<file path="config.mk">
export PLATFORM = sky130hd
export DESIGN_NAME = clock_display_mux
export DESIGN_NICKNAME = d
export VERILOG_FILES = /design/src/rtl/clock_display_mux.sv
export SDC_FILE = /design/constraint.sdc
export NUM_CORES = 1
export LEC_CHECK = 0
export CORE_ASPECT_RATIO = 1.5
export CORE_MARGIN = 2
export CORE_UTILIZATION = 35
export CTS_CLUSTER_DIAMETER = 100
export DETAILED_ROUTE_END_ITERATION = 16
export PLACE_DENSITY = 0.63
export SETUP_SLACK_MARGIN = 0.02
export SLEW_MARGIN = 0
export SYNTH_ARGS = -nofsm -noshare
export SYNTH_HDL_FRONTEND = slang
export SYNTH_SLANG_ARGS = --single-unit
</file>
<file path="constraint.sdc">
create_clock -name clk -period 7.4 [get_ports clk]
set_clock_uncertainty 0.2 [all_clocks]
set_input_delay 1.11 -clock clk [delete_from_list [all_inputs] [get_ports clk]]
set_output_delay 1.11 -clock clk [all_outputs]
set_load 0.01 [all_outputs]
</file>
<file path="src/rtl/clock_display_mux.sv">
// clock_display_mux: six-digit multiplexed 7-seg driver; CLOCK_DISP_LZB_EN enables hour-tens blanking
module clock_display_mux #(
    parameter int SCAN_DIV = 1000
) (
    input  logic       clk,
    input  logic       rst,
    input  logic [5:0] sec,
    input  logic [5:0] min,
    input  logic [4:0] hour,
    input  logic       mode,
    output logic [5:0] an,
    output logic [6:0] seg,
    output logic       dp,
    output logic       frame
);
    localparam int PW = $clog2(SCAN_DIV);

    logic [PW-1:0] p;
    logic [2:0]    idx;
    logic [5:0]    sh_sec, sh_min;
    logic [4:0]    sh_hour;
    logic          sh_mode;
    logic          wrap, snap, bad_v, blank, dp_n;
    logic [5:0]    val, rem, an_n;
    logic [3:0]    tens, dig;
    logic [6:0]    seg_n;

    function automatic logic [6:0] seg7(input logic [3:0] d);
        case (d)
            4'd0:    seg7 = 7'b1000000;
            4'd1:    seg7 = 7'b1111001;
            4'd2:    seg7 = 7'b0100100;
            4'd3:    seg7 = 7'b0110000;
            4'd4:    seg7 = 7'b0011001;
            4'd5:    seg7 = 7'b0010010;
            4'd6:    seg7 = 7'b0000010;
            4'd7:    seg7 = 7'b1111000;
            4'd8:    seg7 = 7'b0000000;
            4'd9:    seg7 = 7'b0010000;
            default: seg7 = 7'b1111111;
        endcase
    endfunction

    assign wrap = p == PW'(SCAN_DIV - 1);
    assign snap = wrap && idx == 3'd5;

`ifdef CLOCK_DISP_LZB_EN
    assign blank = idx == 3'd5 && sh_hour < 5'd10;
`else
    assign blank = 1'b0;
`endif

    // prescaler, digit index and per-frame input snapshot
    always_ff @(posedge clk or negedge rst) begin
        if (!rst) begin
            p       <= '0;
            idx     <= '0;
            sh_sec  <= '0;
            sh_min  <= '0;
            sh_hour <= '0;
            sh_mode <= 1'b0;
            frame   <= 1'b0;
        end else begin
            p     <= wrap ? '0 : p + 1'b1;
            frame <= snap;
            if (wrap)
                idx <= idx == 3'd5 ? 3'd0 : idx + 3'd1;
            if (snap) begin
                sh_sec  <= sec;
                sh_min  <= min;
                sh_hour <= hour;
                sh_mode <= mode;
            end
        end
    end

    // select the current field and split it into BCD by repeated subtraction
    always_comb begin
        val   = idx < 3'd2 ? sh_sec : idx < 3'd4 ? sh_min : {1'b0, sh_hour};
        bad_v = idx < 3'd4 ? val > 6'd59 : val > 6'd23;
        rem   = val;
        tens  = 4'd0;
        for (int i = 0; i < 6; i++)
            if (rem >= 6'd10) begin
                rem  = rem - 6'd10;
                tens = tens + 4'd1;
            end
        dig   = idx[0] ? tens : rem[3:0];
        seg_n = blank ? 7'b1111111 : bad_v ? 7'b0111111 : seg7(dig);
        an_n  = idx < 3'd6 ? ~(6'd1 << idx) : 6'b111111;
        dp_n  = !(sh_mode && (idx == 3'd2 || idx == 3'd4));
    end

    // register display pins one cycle behind the scan state
    always_ff @(posedge clk or negedge rst) begin
        if (!rst) begin
            an  <= 6'b111111;
            seg <= 7'b1111111;
            dp  <= 1'b1;
        end else begin
            an  <= an_n;
            seg <= seg_n;
            dp  <= dp_n;
        end
    end
endmodule
</file>
---- Yosys cells after proc, flatten, opt, wreduce, memory -nomap -nowiden ----
Memories as Yosys holds them, arrays and structs flattened.
Index checks and enable logic that the tools add are counted.
storage, ports and cells
  register bits ........................... 46
  latch bits .............................. 0
  RAM bits ................................ 0
  bits in read-only memories .............. 112
  bits of input ports ..................... 20
  output and inout port bits .............. 15
  logic and storage cells ................. 65
  memories kept ........................... 1
cells by class
  $add $sub $neg .......................... 13
  multipliers ............................. 0
  div/mod/pow operators ................... 0
  order comparisons ....................... 11
  equal/unequal tests ..................... 4
  shifts and indexed selects .............. 1
  mux-type cells .......................... 20
  bitwise gates (word level) .............. 1
  reduce and logical (&&, ||, !) cells .... 4
memories
  name             words  width  read ports  clocked after memory_dff  wr ports  RTL line  text
  (no name shown)  16     7      1           0                         0         29        case (d)
operators by type and width
  operator                                                                         number
  6-bit 2-to-1 mux                                                                 8
  6-bit by 4-bit >= comparator with 1-bit output, second input constant            6
  6-bit by 4-bit subtractor with 6-bit output, second input constant               5
  4-bit 2-to-1 mux                                                                 7
  4-bit by 1-bit adder with 4-bit output, second input constant                    5
  10-bit by 1-bit adder with 10-bit output, second input constant                  1
  10-bit == test, second input constant                                            1
  10-bit 2-to-1 mux                                                                1
  7-bit 2-to-1 mux                                                                 1
  3-bit == test, second input constant                                             2
  6-bit by 5-bit greater-than comparator with 1-bit output, second input constant  1
  6-bit greater-than comparator, second input constant                             1
  3-bit < comparator, second input constant                                        2
  6-bit NOT                                                                        1
  1-bit by 3-bit left shift with 6-bit output, first input constant                1
  4-bit subtractor, second input constant                                          1
  3-bit by 1-bit adder with 3-bit output, second input constant                    1
  3-bit by 2-bit == test with 1-bit output, second input constant                  1
  3-bit by 2-bit < comparator with 1-bit output, second input constant             1
  3-bit 2-to-1 mux                                                                 1
  1-bit logical AND                                                                2
  1-bit 2-to-1 mux                                                                 2
  1-bit zero test                                                                  1
  1-bit logical OR                                                                 1

---- Depth between registers and ports, before layout ----
Gate-level depths: netlist of the first run.
An unclocked memory read counts as a cell.
  depth after elaboration ................. 18
  depth in mapped cells ................... 36
  mapped depth without buffers ............ 33

---- Least setup slack after synthesis of the first run ----
No wires, ideal clock.
  kind .................................... register to register
  start ................................... reg idx[2]
  end ..................................... reg seg[3]
  arrival time ............................ 6.752 ns
  path slack .............................. 0.364 ns
  cell stages (with the launch flop) ...... 33
  path buffers ............................ 3
  clock period less this slack ............ 7.036 ns
  cells stage by stage .................... dfrtp_1 > buf_2 > buf_2 > o21a_1 > buf_2 > inv_1 > ha_1 > and3b_1 > a31oi_1 > nand3_1 > o221ai_1 > o21ai_1 > xnor2_1 > inv_1 > ha_1 > and3_1 > a2111oi_2 > o211ai_2 > nor3_2 > xnor2_1 > ha_1 > mux2_2 > ha_1 > inv_1 > a221oi_2 > ha_1 > nand2_1 > nand2_1 > a21o_1 > ha_1 > inv_1 > a21o_1 > o2111ai_1
on the way
  cells in the longest elaborated chain, start to end .. 18
  elaborated cells on any way between the ends .. 39
  classes of those cells .................. add/sub (11); order compare (10); mux (17); memory (1)
ends and longest elaborated chain
  what                                                                                                           RTL line  text
  from (decl)                                                                                                    19        logic [2:0] idx;
  from (signal assigned)                                                                                         67        idx <= idx == 3'd5 ? 3'd0 : idx + 3'd1;
  3-bit < comparator                                                                                             79, 80
  6-bit 2-to-1 mux (2 in a row)                                                                                  79        val = idx < 3'd2 ? sh_sec : idx < 3'd4 ? sh_min : {1'b0, sh_hour};
  6-bit by 4-bit subtractor with 6-bit output or 6-bit by 4-bit >= comparator with 1-bit output (tied branches)  85, 84
  6-bit 2-to-1 mux or 1-bit 2-to-1 mux (tied branches)                                                           84        if (rem >= 6'd10) begin
  6-bit by 4-bit subtractor with 6-bit output, or another cell as far along                                      85        rem = rem - 6'd10;
  6-bit 2-to-1 mux or 4-bit 2-to-1 mux (tied branches)                                                           84
  6-bit by 4-bit subtractor with 6-bit output, or another cell as far along                                      85
  6-bit 2-to-1 mux or 4-bit 2-to-1 mux (tied branches)                                                           84
  (+2 left out)                                                                                                  n/a
  6-bit by 4-bit subtractor with 6-bit output, or another cell as far along                                      85
  6-bit 2-to-1 mux or 4-bit 2-to-1 mux (tied branches)                                                           84
  6-bit by 4-bit >= comparator with 1-bit output, or another cell as far along                                   84
  4-bit 2-to-1 mux                                                                                               84
  4-bit 2-to-1 mux                                                                                               88        dig = idx[0] ? tens : rem[3:0];
  memory read 16 x 7 bit                                                                                         n/a
  7-bit 2-to-1 mux (*)                                                                                           89        seg_n = blank ? 7'b1111111 : bad_v ? 7'b0111111 : seg7(dig);
  net seg_n[3]                                                                                                   26        logic [6:0] seg_n;
  to (signal assigned)                                                                                           102       seg <= seg_n;
  to (decl)                                                                                                      12        output logic [6:0] seg,
The timed path passes the listed nets; every way through them passes the cells marked *.
A chain may end at the register's enable or synchronous reset.

---- Worst setup path in the final report of the first run ----
  start ................................... reg idx[1]
  end ..................................... reg seg[3]
Same word-level chain as after synthesis.

==> results.md, run 1 <==
- Worst slew pin tran: 0.988 ns
- Core area: 9740 um^2
- Die W: 85.9 um
- CTS Buf Count: 5
- WP data arrival: 6.81 ns
- Number of max-cap violations: 0
- Critical Path End Type: register
- Count of cell types in the netlist: 71
- Syn-to-layout area delta: 20.3%
- Async SR Flop Fraction: 1.00
- Vias in the first global route: 3094
- Power Total: 0.000508 W
- Status: finished clean
- HP Class: reg2reg
- Top-count cell post-synth: nand2_1
- Crit-path slowest cell: or3_1
- Share of the synthesized area in the top cell type: 0.227
- ANT nets after route: 0
- Setup TNS: 0 ns
- Dpl ws: 0.235 ns
- Std cell rows: 44
- Layout cells sized above 1: 0.207
- RePlAce Congestion: 0.923
- CTS tree: yes
- Yosys reg bits: 46
- IO buf count: 34
- Gr ovfl total: 0
- Sink Count: 46
- Number of flops mapped to enable cells by yosys: 0
- Clock Pin Slew Worst Setup and Hold Paths: 0.07 ns
- Worst path required time: 7.41 ns
- Final net count: 464
- Fill count: 953
- RSZ-0062 raised after global routing: no
- Kind of critical path: reg2reg
- DIE HEIGHT: 127 um
- Slew HR: 0.341
- ANT cells: 0
- Io pins: 35
- Critical path launch point type: register
- Die ar.: 10900 um^2
- Top post-synthesis cells by area: dfrtp_1 (23%), dfstp_2 (10%), mux2_2 (7.4%)
- Post-Syn Area: 3520 um^2
- Clock Tree Buf Depth: 2
- Post-DR vias/cell: 5.65
- Initial Utilization: 0.361
- Final WL: 8430 um
- Yosys warnings: 0
- Final count of pins violating max slew: 0
- Final period utilization: 0.919
- Post-synthesis cell count: 388
- Drt first pass iters: 7
- Setup WS post-layout: 0.598 ns
- Post-synth top area cell: dfrtp_1
- Syn nets: 424
- H-tree depth: 2
- Via count: 3072
- Post-CTS Repair Setup Buffers: 0
- Register area share after synthesis: 0.332
- Clk_lat worst skew: 0.29 ns
- Initial antenna violation count: 0
- DRT iter0 DRCs: 112
- Gr usage total: 0.161
- Final Hold Vio Count: 0
- DRC: 0
- Pleak: 1.82 nW
- Critical path fanouts, max: 8
- # setup viols final: 0
- Root Buffer: clkbuf_16
- Main synth FF type: dfrtp_1
- Fmax: 0.147 GHz
- Wire length of the first global-routing pass: 14400 um
- Post-route cell area: 4240 um^2
- DP HPWL: 6690 um
- Cell Area, Placed: 4020 um^2
- Syn Area/Cell: 9.07 um^2
- Power Dens Cells: 120 nW/um^2
- Drt wl/cell: 15.5 um
- Largest net degree at the start of global routing: 47
- Crit-path most repeated cell: ha_1
- VDD IR-drop max: 0.172 mV
- Layout Utilization: 0.435
- Max incr delay on CP: 0.43 ns
- Minimum clock period: 6.80 ns
- Top post-synthesis cells by count: nand2_1 (42), dfrtp_1 (32), nor2_1 (29)
==> power breakdown <==
group | switching (W) | internal [W] | leakage (nW)
sequential | 0 | 0.000252 | 0.568
clock | 0.0000953 | 0.000146 | 0.0824
combinational | 0.00000582 | 0.00000844 | 1.17
==> path summary, 6_finish.rpt <==
kind                                          start                     end  slack (ns)  cells after the start
max in group asynchronous                       rst          p[2]$_DFF_PN0_        5.60                      1
min in group asynchronous                       rst  sh_hour[3]$_DFFE_PN0P_        0.78                      1
worst min register to register  sh_mode$_DFFE_PN0P_            dp$_DFF_PN1_        0.20                      1
worst max-delay path             idx[1]$_DFFE_PN0N_        seg[3]$_DFF_PN1_        0.60                     30
worst min-delay path            sh_mode$_DFFE_PN0P_            dp$_DFF_PN1_        0.20                      1
worst max register to register   idx[1]$_DFFE_PN0N_        seg[3]$_DFF_PN1_        0.60                     30
==> final cells by class <==
cell class,count,area [um^2],share of cell area
Sequential cell,46,1170,0.276
Inverter,19,71.3,0.0168
Clock buffer,6,150,0.0355
Multi-Input combinational cell,305,2220,0.525
Timing Repair Buffer,51,463,0.109
Clock inverter,2,13.8,0.00325
Tap cell,115,144,0.0340
==> registers in the layout, indices dropped and copies added (netlist names) <==
signal	cells
sh_min	6
p	10
frame	1
sh_sec	6
an	6
idx	3
sh_mode	1
sh_hour	5
seg	7
dp	1
==> kinds of logic (layout without fill, tap and decap cells) <==
logic type,count (synthesis),count (layout),synth area share
AOI/OAI and AO/OA,95,95,0.200
muxes,37,37,0.119
DFF,46,46,0.332
xor gates and xnor gates,19,19,0.0512
adders and majority gates,16,16,0.0569
and+or+nand+nor,138,138,0.189
buffers and inverters,37,78,0.0519
==> per-stage QoR <==
step	instances	hold WS [ns]
floorplan	388	0.167
global placement	536	0.178
detailed placement	536	0.187
global route	544	0.228
finish	544	0.201
CTS	544	0.204
==> metal layers <==
metal	vias up	global-route usage	routed length, um	part of all wire
met5	-	0	0	0
li1	1498	-	-	-
met1	1449	0.181	3350	0.40
met3	28	0.0228	287	0.034
met4	0	0.0831	324	0.038
met2	97	0.289	4460	0.53
==> what timing repair did <==
action | in CTS | in global routing
endpoints found under the setup margin | 0 | 7
hold buffers | 0 | 0
gates resized for setup | 0 | 9
==> critical path, delay by kind of cell (launching register included) <==
kind            cells  cell delay [ns]
buf+inv             3             0.15
simple gates        7             0.85
fa+ha+maj           7             1.96
compound gates     10             2.22
mux                 3             0.92
flops               1             0.39
==> cell usage in the layout, fill, tap and decap left out, drive strengths merged, types with 6 or more instances in the layout <==
| cell type | count |
|---|---|
| a211oi | 7 |
| a21o | 8 |
| a21oi | 16 |
| buf | 18 |
| clkbuf | 6 |
| clkdlybuf4s50 | 33 |
| dfrtp | 32 |
| dfstp | 14 |
| ha | 16 |
| inv | 20 |
| mux2 | 26 |
| mux2i | 11 |
| nand2 | 42 |
| nand3 | 21 |
| nor2 | 29 |
| nor3 | 11 |
| nor4 | 7 |
| o21ai | 20 |
| xnor2 | 13 |
(Power assumes the default switching activity.)
==> run 2, diff against run 1 <==
CORE_ASPECT_RATIO = 1.75   (was 1.5)
==> run 2 against run 1 <==
Cell count increased by 2.8%. Non-clock buffer count increased by 5. Largest cell class unchanged. Core utilization about the same. Die area rose by 0.14%. Highest routed layer unchanged.
==> results.md, run 2 (synthesis results as in run 1) <==
- Final period utilization: 0.942 (was 0.919)
- Largest regs: p (10), seg (7) (unchanged)
- Crit-path most repeated cell: ha_1 (unchanged)
- Critical path launch point type: register (unchanged)
- Core area: 9850 um^2 (was 9740 um^2)
- Critical path fanouts, max: 14 (was 8)
- Power Dens Cells: 112 nW/um^2 (was 120 nW/um^2)
- # setup viols final: 0 (unchanged)
- Final Hold Vio Count: 0 (unchanged)
- ANT nets after route: 0 (unchanged)
- Layout cells sized above 1: 0.217 (was 0.207)
- Critical Path End Type: register (unchanged)
- Power Total: 0.000481 W (was 0.000508 W)
- Via count: 3124 (was 3072)
- Gr usage total: 0.168 (was 0.161)
- Most common cell after layout, fill and taps aside: nand2_1 (unchanged)
- Layout Utilization: 0.435 (about the same)
- Most flops, register: p (unchanged)
- VDD IR-drop max: 0.111 mV (was 0.172 mV)
- Wire length of the first global-routing pass: 14400 um (about the same)
- Largest net degree at the start of global routing: 47 (unchanged)
- Syn-to-layout area delta: 21.7% (was 20.3%)
- Clock Tree Buf Depth: 2 (unchanged)
- Final net count: 469 (was 464)
- Number of max-cap violations: 0 (unchanged)
- Fill count: 994 (was 953)
- CTS Buf Count: 5 (unchanged)
- H-tree depth: 2 (unchanged)
- Root Buffer: clkbuf_16 (unchanged)
- IO buf count: 34 (unchanged)
- Crit-path slowest cell: nor3_4 (was or3_1)
- Initial antenna violation count: 0 (unchanged)
- Status: finished clean (unchanged)
- Die ar.: 10900 um^2 (about the same)
- ANT cells: 0 (unchanged)
- HP Class: reg2reg (unchanged)
- Number of flip-flops in the largest register: 10 (unchanged)
- Drt wl/cell: 15.7 um (was 15.5 um)
- Sink Count: 46 (unchanged)
- Initial Utilization: 0.357 (was 0.361)
- Vias in the first global route: 3150 (was 3094)
- DRC: 0 (unchanged)
- Slew HR: 0.350 (was 0.341)
- Die W: 79.8 um (was 85.9 um)
- CTS tree: yes (unchanged)
- DRT iter0 DRCs: 109 (was 112)
- Commonest cells after routing, fill and taps aside: nand2_1 (42), clkdlybuf4s50_1 (33), dfrtp_1 (32) (unchanged)
- Post-route cell area: 4280 um^2 (was 4240 um^2)
- Kind of critical path: reg2reg (unchanged)
- Max incr delay on CP: 0.41 ns (was 0.43 ns)
- DP HPWL: 6820 um (was 6690 um)
- Clock Pin Slew Worst Setup and Hold Paths: 0.06 ns (was 0.07 ns)
- Worst path required time: 7.41 ns (about the same)
- Worst slew pin tran: 0.975 ns (was 0.988 ns)
- DIE HEIGHT: 137 um (was 127 um)
- WP data arrival: 6.98 ns (was 6.81 ns)
- Clk_lat worst skew: 0.29 ns (about the same)
- Minimum clock period: 6.97 ns (was 6.80 ns)
- RSZ-0062 raised after global routing: no (unchanged)
- Cell Area, Placed: 4000 um^2 (was 4020 um^2)
- RePlAce Congestion: 0.952 (was 0.923)
- Post-DR vias/cell: 5.59 (was 5.65)
- Io pins: 35 (unchanged)
- Hold WS: 0.193 ns (was 0.201 ns)
- Drt first pass iters: 6 (was 7)
- Final count of pins violating max slew: 0 (unchanged)
- Fmax: 0.143 GHz (was 0.147 GHz)
- Final WL: 8790 um (was 8430 um)
- Pleak: 1.83 nW (was 1.82 nW)
- Std cell rows: 48 (was 44)
- Gr ovfl total: 0 (unchanged)
-- run 2: metrics by stage --
step	cells	setup TNS (ns)	setup WS [ns]
3_5_place_dp	541	-0.115	-0.0775
5_1_grt	559	0	0.0118
6_report	559	0	0.427
4_1_cts	549	0	0.0456
2_1_floorplan	388	0	0.364
3_3_place_gp	541	0	0.129
-- run 2: critical path: cells and delay by family (launching register included) --
family | cells | cell delay [ns]
compound gates | 10 | 2.03
fa+ha+maj | 7 | 2.02
mux | 3 | 0.88
simple gates | 6 | 0.79
flops | 1 | 0.37
buf+inv | 4 | 0.34
xor+xnor | 1 | 0.24
-- run 2: area by class of cell --
| type | instances | area, um^2 | share of cell area |
|---|---|---|---|
| flip-flops and latches | 46 | 1170 | 0.273 |
| inverters | 19 | 71.3 | 0.0166 |
| clock inverters | 1 | 6.26 | 0.00146 |
| repair buffers | 56 | 504 | 0.118 |
| well taps | 125 | 156 | 0.0365 |
| multi-input cells | 305 | 2240 | 0.524 |
| clock buffers | 7 | 133 | 0.0310 |
-- run 2: repair_timing --
item | CTS | global route
hold buffers | 0 | 0
endpoints found under the hold margin | 0 | 0
pin swaps | 0 | 6
gates resized for setup | 2 | 11
setup buffers | 0 | 10
endpoints found under the setup margin | 6 | 7
-- run 2: per-layer routing --
metal / vias up / GRT usage / routed length (um)
met5: - / 0 / 0
met4: 0 / 0.121 / 392
met3: 32 / 0.0191 / 312
met2: 96 / 0.308 / 4870
met1: 1486 / 0.173 / 3220
li1: 1510 / - / -
-- run 2: worst paths after layout --
path,start,to,slack (ns),cells past startpoint
worst max-delay path,idx[1]$_DFFE_PN0N_,seg[3]$_DFF_PN1_,0.43,31
worst max register to register,idx[1]$_DFFE_PN0N_,seg[3]$_DFF_PN1_,0.43,31
worst min-delay path,sh_mode$_DFFE_PN0P_,dp$_DFF_PN1_,0.19,1
worst min register to register,sh_mode$_DFFE_PN0P_,dp$_DFF_PN1_,0.19,1
max in group asynchronous,rst,idx[1]$_DFFE_PN0N_,5.61,1
min in group asynchronous,rst,sh_sec[3]$_DFFE_PN0P_,0.78,1
-- run 2: power breakdown --
group          switching [W]   total, W  internal [W]
sequential                 0   0.000252      0.000252
combinational     0.00000585  0.0000143    0.00000846
clock              0.0000889   0.000214      0.000126
total              0.0000947   0.000481      0.000386
==> run 3, diff against run 2 <==
ABC_AREA = 1   (was unset)
ABC_CLOCK_PERIOD_IN_PS = 7400   (was unset)
==> run 3 against run 2 <==
Clock-buffer cell count unchanged. Die area down 1.5%. Cell count increased by 13%. Sequential power is essentially flat. Core utilization decreased by 1.7 points. Critical endpoint is now seg[1]$_DFF_PN1_. Highest routed layer unchanged.
==> results.md, run 3 <==
- Worst path required time: 7.43 ns (was 7.41 ns)
- Initial antenna violation count: 0 (unchanged)
- CTS tree: yes (unchanged)
- # setup viols final: 0 (unchanged)
- Count of cell types in the netlist: 39 (was 71)
- RePlAce Congestion: 0.829 (was 0.952)
- IO buf count: 34 (unchanged)
- Clk_lat worst skew: 0.30 ns (was 0.29 ns)
- RSZ-0062 raised after global routing: no (unchanged)
- Syn Area/Cell: 7.36 um^2 (was 9.07 um^2)
- Int Pwr: 0.000394 W (was 0.000386 W)
- Flop pwr share: 0.512 (was 0.524)
- Critical path launch point type: register (unchanged)
- Via count: 2929 (was 3124)
- Wire length of the first global-routing pass: 12700 um (was 14400 um)
- Post-CTS Repair Setup Buffers: 0 (unchanged)
- Number of max-cap violations: 0 (unchanged)
- Commonest cells after routing, fill and taps aside: nand2_1 (158), inv_1 (47), nand3_1 (38) (was nand2_1 (42), clkdlybuf4s50_1 (33), dfrtp_1 (32))
- HP Class: reg2reg (unchanged)
- WHS Path Cells: 1 (unchanged)
- Combinational Power Share: 0.029 (was 0.030)
- Top-count cell post-synth: nand2_1 (unchanged)
- Worst reg2reg path startpoint: idx[2]$_DFFE_PN0N_ (was idx[1]$_DFFE_PN0N_)
- Worst reg2reg path depth: 43 (was 31)
- Final count of pins violating max slew: 0 (unchanged)
- Power Total: 0.000492 W (was 0.000481 W)
- Register area share after synthesis: 0.337 (was 0.332)
- Post-DR vias/cell: 4.64 (was 5.59)
- Drt first pass iters: 4 (was 6)
- Initial Utilization: 0.356 (was 0.357)
- Dpl cells: 623 (was 541)
- Post-Synth Adder-Cell Area: 0.0577 (was 0.0569)
- Yosys reg bits: 46 (unchanged)
- Die W: 79.2 um (was 79.8 um)
- Post-route cell area: 4070 um^2 (was 4280 um^2)
- H-tree depth: 2 (unchanged)
- Max incr delay on CP: 0.46 ns (was 0.41 ns)
- Critical Path End Type: register (unchanged)
- Sink Count: 46 (unchanged)
- Critical path fanouts, max: 11 (was 14)
- Layout cells sized above 1: 0.200 (was 0.217)
- Vias in the first global route: 3008 (was 3150)
- DIE HEIGHT: 136 um (was 137 um)
- Setup TNS: 0 ns (unchanged)
- Synth Area in XOR/XNOR: 0.0126 (was 0.0512)
- Drt wl/cell: 11.4 um (was 15.7 um)
- Crit-path slowest cell: dfrtp_1 (was nor3_4)
- DP HPWL: 5840 um (was 6820 um)
- Hold_sp: sh_mode$_DFFE_PN0P_ (unchanged)
- Kind of critical path: reg2reg (unchanged)
- Syn nets: 507 (was 424)
- Gr usage total: 0.148 (was 0.168)
- VDD IR-drop max: 0.141 mV (was 0.111 mV)
- Main synth FF type: dfrtp_1 (unchanged)
- Io pins: 35 (unchanged)
- Power Dens Cells: 121 nW/um^2 (was 112 nW/um^2)
- CTS Buf Count: 5 (unchanged)
- Number of flops mapped to enable cells by yosys: 0 (unchanged)
- Main combinational cell family by area after synthesis: simple AND/OR/NAND/NOR gates (was compound AO/OA/AOI/OAI gates)
- Yosys warnings: 0 (unchanged)
- Worst slew pin tran: 1.01 ns (was 0.975 ns)
- Post-CTS Resized: 0 (was 2)
- Final period utilization: 0.803 (was 0.942)
- Cell Area, Placed: 3920 um^2 (was 4000 um^2)
- Clock Tree Buf Depth: 2 (unchanged)
- Register area: 1170 um^2 (unchanged)
- Clock power frac: 0.459 (was 0.446)
- Fill count: 1046 (was 994)
- Async SR Flop Fraction: 1.00 (unchanged)
- Core area: 9730 um^2 (was 9850 um^2)
- Post-synth top area cell: dfrtp_1 (unchanged)
- Area of the multi-input gates: 2010 um^2 (was 2240 um^2)
- Final net count: 541 (was 469)
- Number of flip-flops in the largest register: 10 (unchanged)
- Pleak: 1.98 nW (was 1.83 nW)
- Final Hold Vio Count: 0 (unchanged)
- Synth Area in Simple Gates: 0.429 (was 0.189)
- Hold buffers post-CTS: 0 (unchanged)
- Root Buffer: clkbuf_16 (unchanged)
- Die ar.: 10700 um^2 (was 10900 um^2)
- Clock Pin Slew Worst Setup and Hold Paths: 0.06 ns (about the same)
- Hold WS: 0.201 ns (was 0.193 ns)
- P_sw: 0.0000980 W (was 0.0000947 W)
- DRT iter0 DRCs: 88 (was 109)
- Most common cell after layout, fill and taps aside: nand2_1 (unchanged)
- Std cell rows: 48 (unchanged)
- Fmax: 0.168 GHz (was 0.143 GHz)
- Syn-to-layout area delta: 17.3% (was 21.7%)
- Multiplexer share of the synthesized area: 0 (was 0.119)
- Slew HR: 0.326 (was 0.350)
- Final WL: 7180 um (was 8790 um)
- Largest regs: p (10), seg (7) (unchanged)
- DRC: 0 (unchanged)
- R2R setup slack: 1.46 ns (was 0.43 ns)
- Top post-synthesis cells by area: dfrtp_1 (23%), nand2_1 (17%), dfstp_2 (11%) (was dfrtp_1 (23%), dfstp_2 (10%), mux2_2 (7.4%))
- Sw Share: 0.199 (was 0.197)
- Largest net degree at the start of global routing: 47 (unchanged)
- ANT nets after route: 0 (unchanged)
- Hold Path Sink: dp$_DFF_PN1_ (unchanged)
- Post-synthesis compound-gate area fraction: 0.0816 (was 0.200)
- Share of the synthesized area in the top cell type: 0.231 (was 0.227)
- Minimum clock period: 5.94 ns (was 6.97 ns)
- ANT cells: 0 (unchanged)
- WP data arrival: 5.98 ns (was 6.98 ns)
- Reg-to-reg endpoint: seg[1]$_DFF_PN1_ (was seg[3]$_DFF_PN1_)
- Post-Syn Area: 3470 um^2 (was 3520 um^2)
- Non-filler instance count after layout: 631 (was 559)
- Status: finished clean (unchanged)
- Most flops, register: p (unchanged)
- Top post-synthesis cells by count: nand2_1 (158), inv_1 (47), nand3_1 (38) (was nand2_1 (42), dfrtp_1 (32), nor2_1 (29))
- Gr ovfl total: 0 (unchanged)
- Post-synthesis cell count: 471 (was 388)
==> run 3: logic make-up (layout without fill, tap and decap cells) <==
family,count (synthesis),count (layout)
flops,46,46
fa+ha+maj,16,16
compound gates,39,39
xor+xnor,5,5
buf+inv,71,106
simple gates,294,294
==> run 3: cell type report <==
type,instances,share of cell area
multi-input cells,354,0.495
flip-flops and latches,46,0.287
repair buffers,35,0.0843
inverters,63,0.0588
well taps,125,0.0384
clock buffers,7,0.0351
clock inverters,1,0.00123
==> run 3: power by group through the flow <==
| stage | combinational (W) | clock, W | sequential [W] |
|---|---|---|---|
| after detailed placement | 0.0000148 | 0 | 0.000256 |
| after floorplan | 0.00000000122 | 0 | 0.000256 |
| after CTS | 0.0000148 | 0.000232 | 0.000252 |
| after global placement | 0.0000144 | 0 | 0.000256 |
| final | 0.0000142 | 0.000226 | 0.000252 |
| after global routing | 0.0000163 | 0.000241 | 0.000252 |
==> run 3: metal layers <==
layer	vias up	track usage	wire length, um
met4	0	0.0670	187
met3	12	0.0147	117
met1	1336	0.147	2770
li1	1553	-	-
met2	28	0.297	4110
met5	-	0	0
==> run 3: how the worst max path moves through the flow <==
stage / startpoint / endpoint / slack [ns] / cells after the start
3_3_place_gp: idx[2]$_DFFE_PN0N_ / seg[1]$_DFF_PN1_ / 1.65 / 43
6_report: idx[2]$_DFFE_PN0N_ / seg[1]$_DFF_PN1_ / 1.46 / 43
4_1_cts: idx[2]$_DFFE_PN0N_ / seg[1]$_DFF_PN1_ / 1.44 / 42
5_1_grt: idx[2]$_DFFE_PN0N_ / seg[1]$_DFF_PN1_ / 0.79 / 43
3_5_place_dp: idx[2]$_DFFE_PN0N_ / seg[1]$_DFF_PN1_ / 1.48 / 42
2_1_floorplan: idx[1]$_DFFE_PN0N_ / seg[1]$_DFF_PN1_ / 2.00 / 42
==> run 3: stage by stage <==
step / setup WS (ns) / utilization
2_1_floorplan: 2.00 / -
3_3_place_gp: 1.65 / 0.403
3_5_place_dp: 1.48 / 0.403
4_1_cts: 1.44 / 0.418
5_1_grt: 0.787 / 0.418
6_report: 1.46 / 0.418
==> run 3: worst max-delay path: cells and delay by family (launching register included) <==
| family | cells | cell delay [ns] |
|---|---|---|
| AND/OR/NAND/NOR | 23 | 2.27 |
| adder cells (fa/ha/maj) | 7 | 1.75 |
| buffers and inverters | 11 | 0.84 |
| flip-flops | 1 | 0.46 |
| XOR/XNOR | 1 | 0.23 |
| AO/OA/AOI/OAI | 1 | 0.13 |
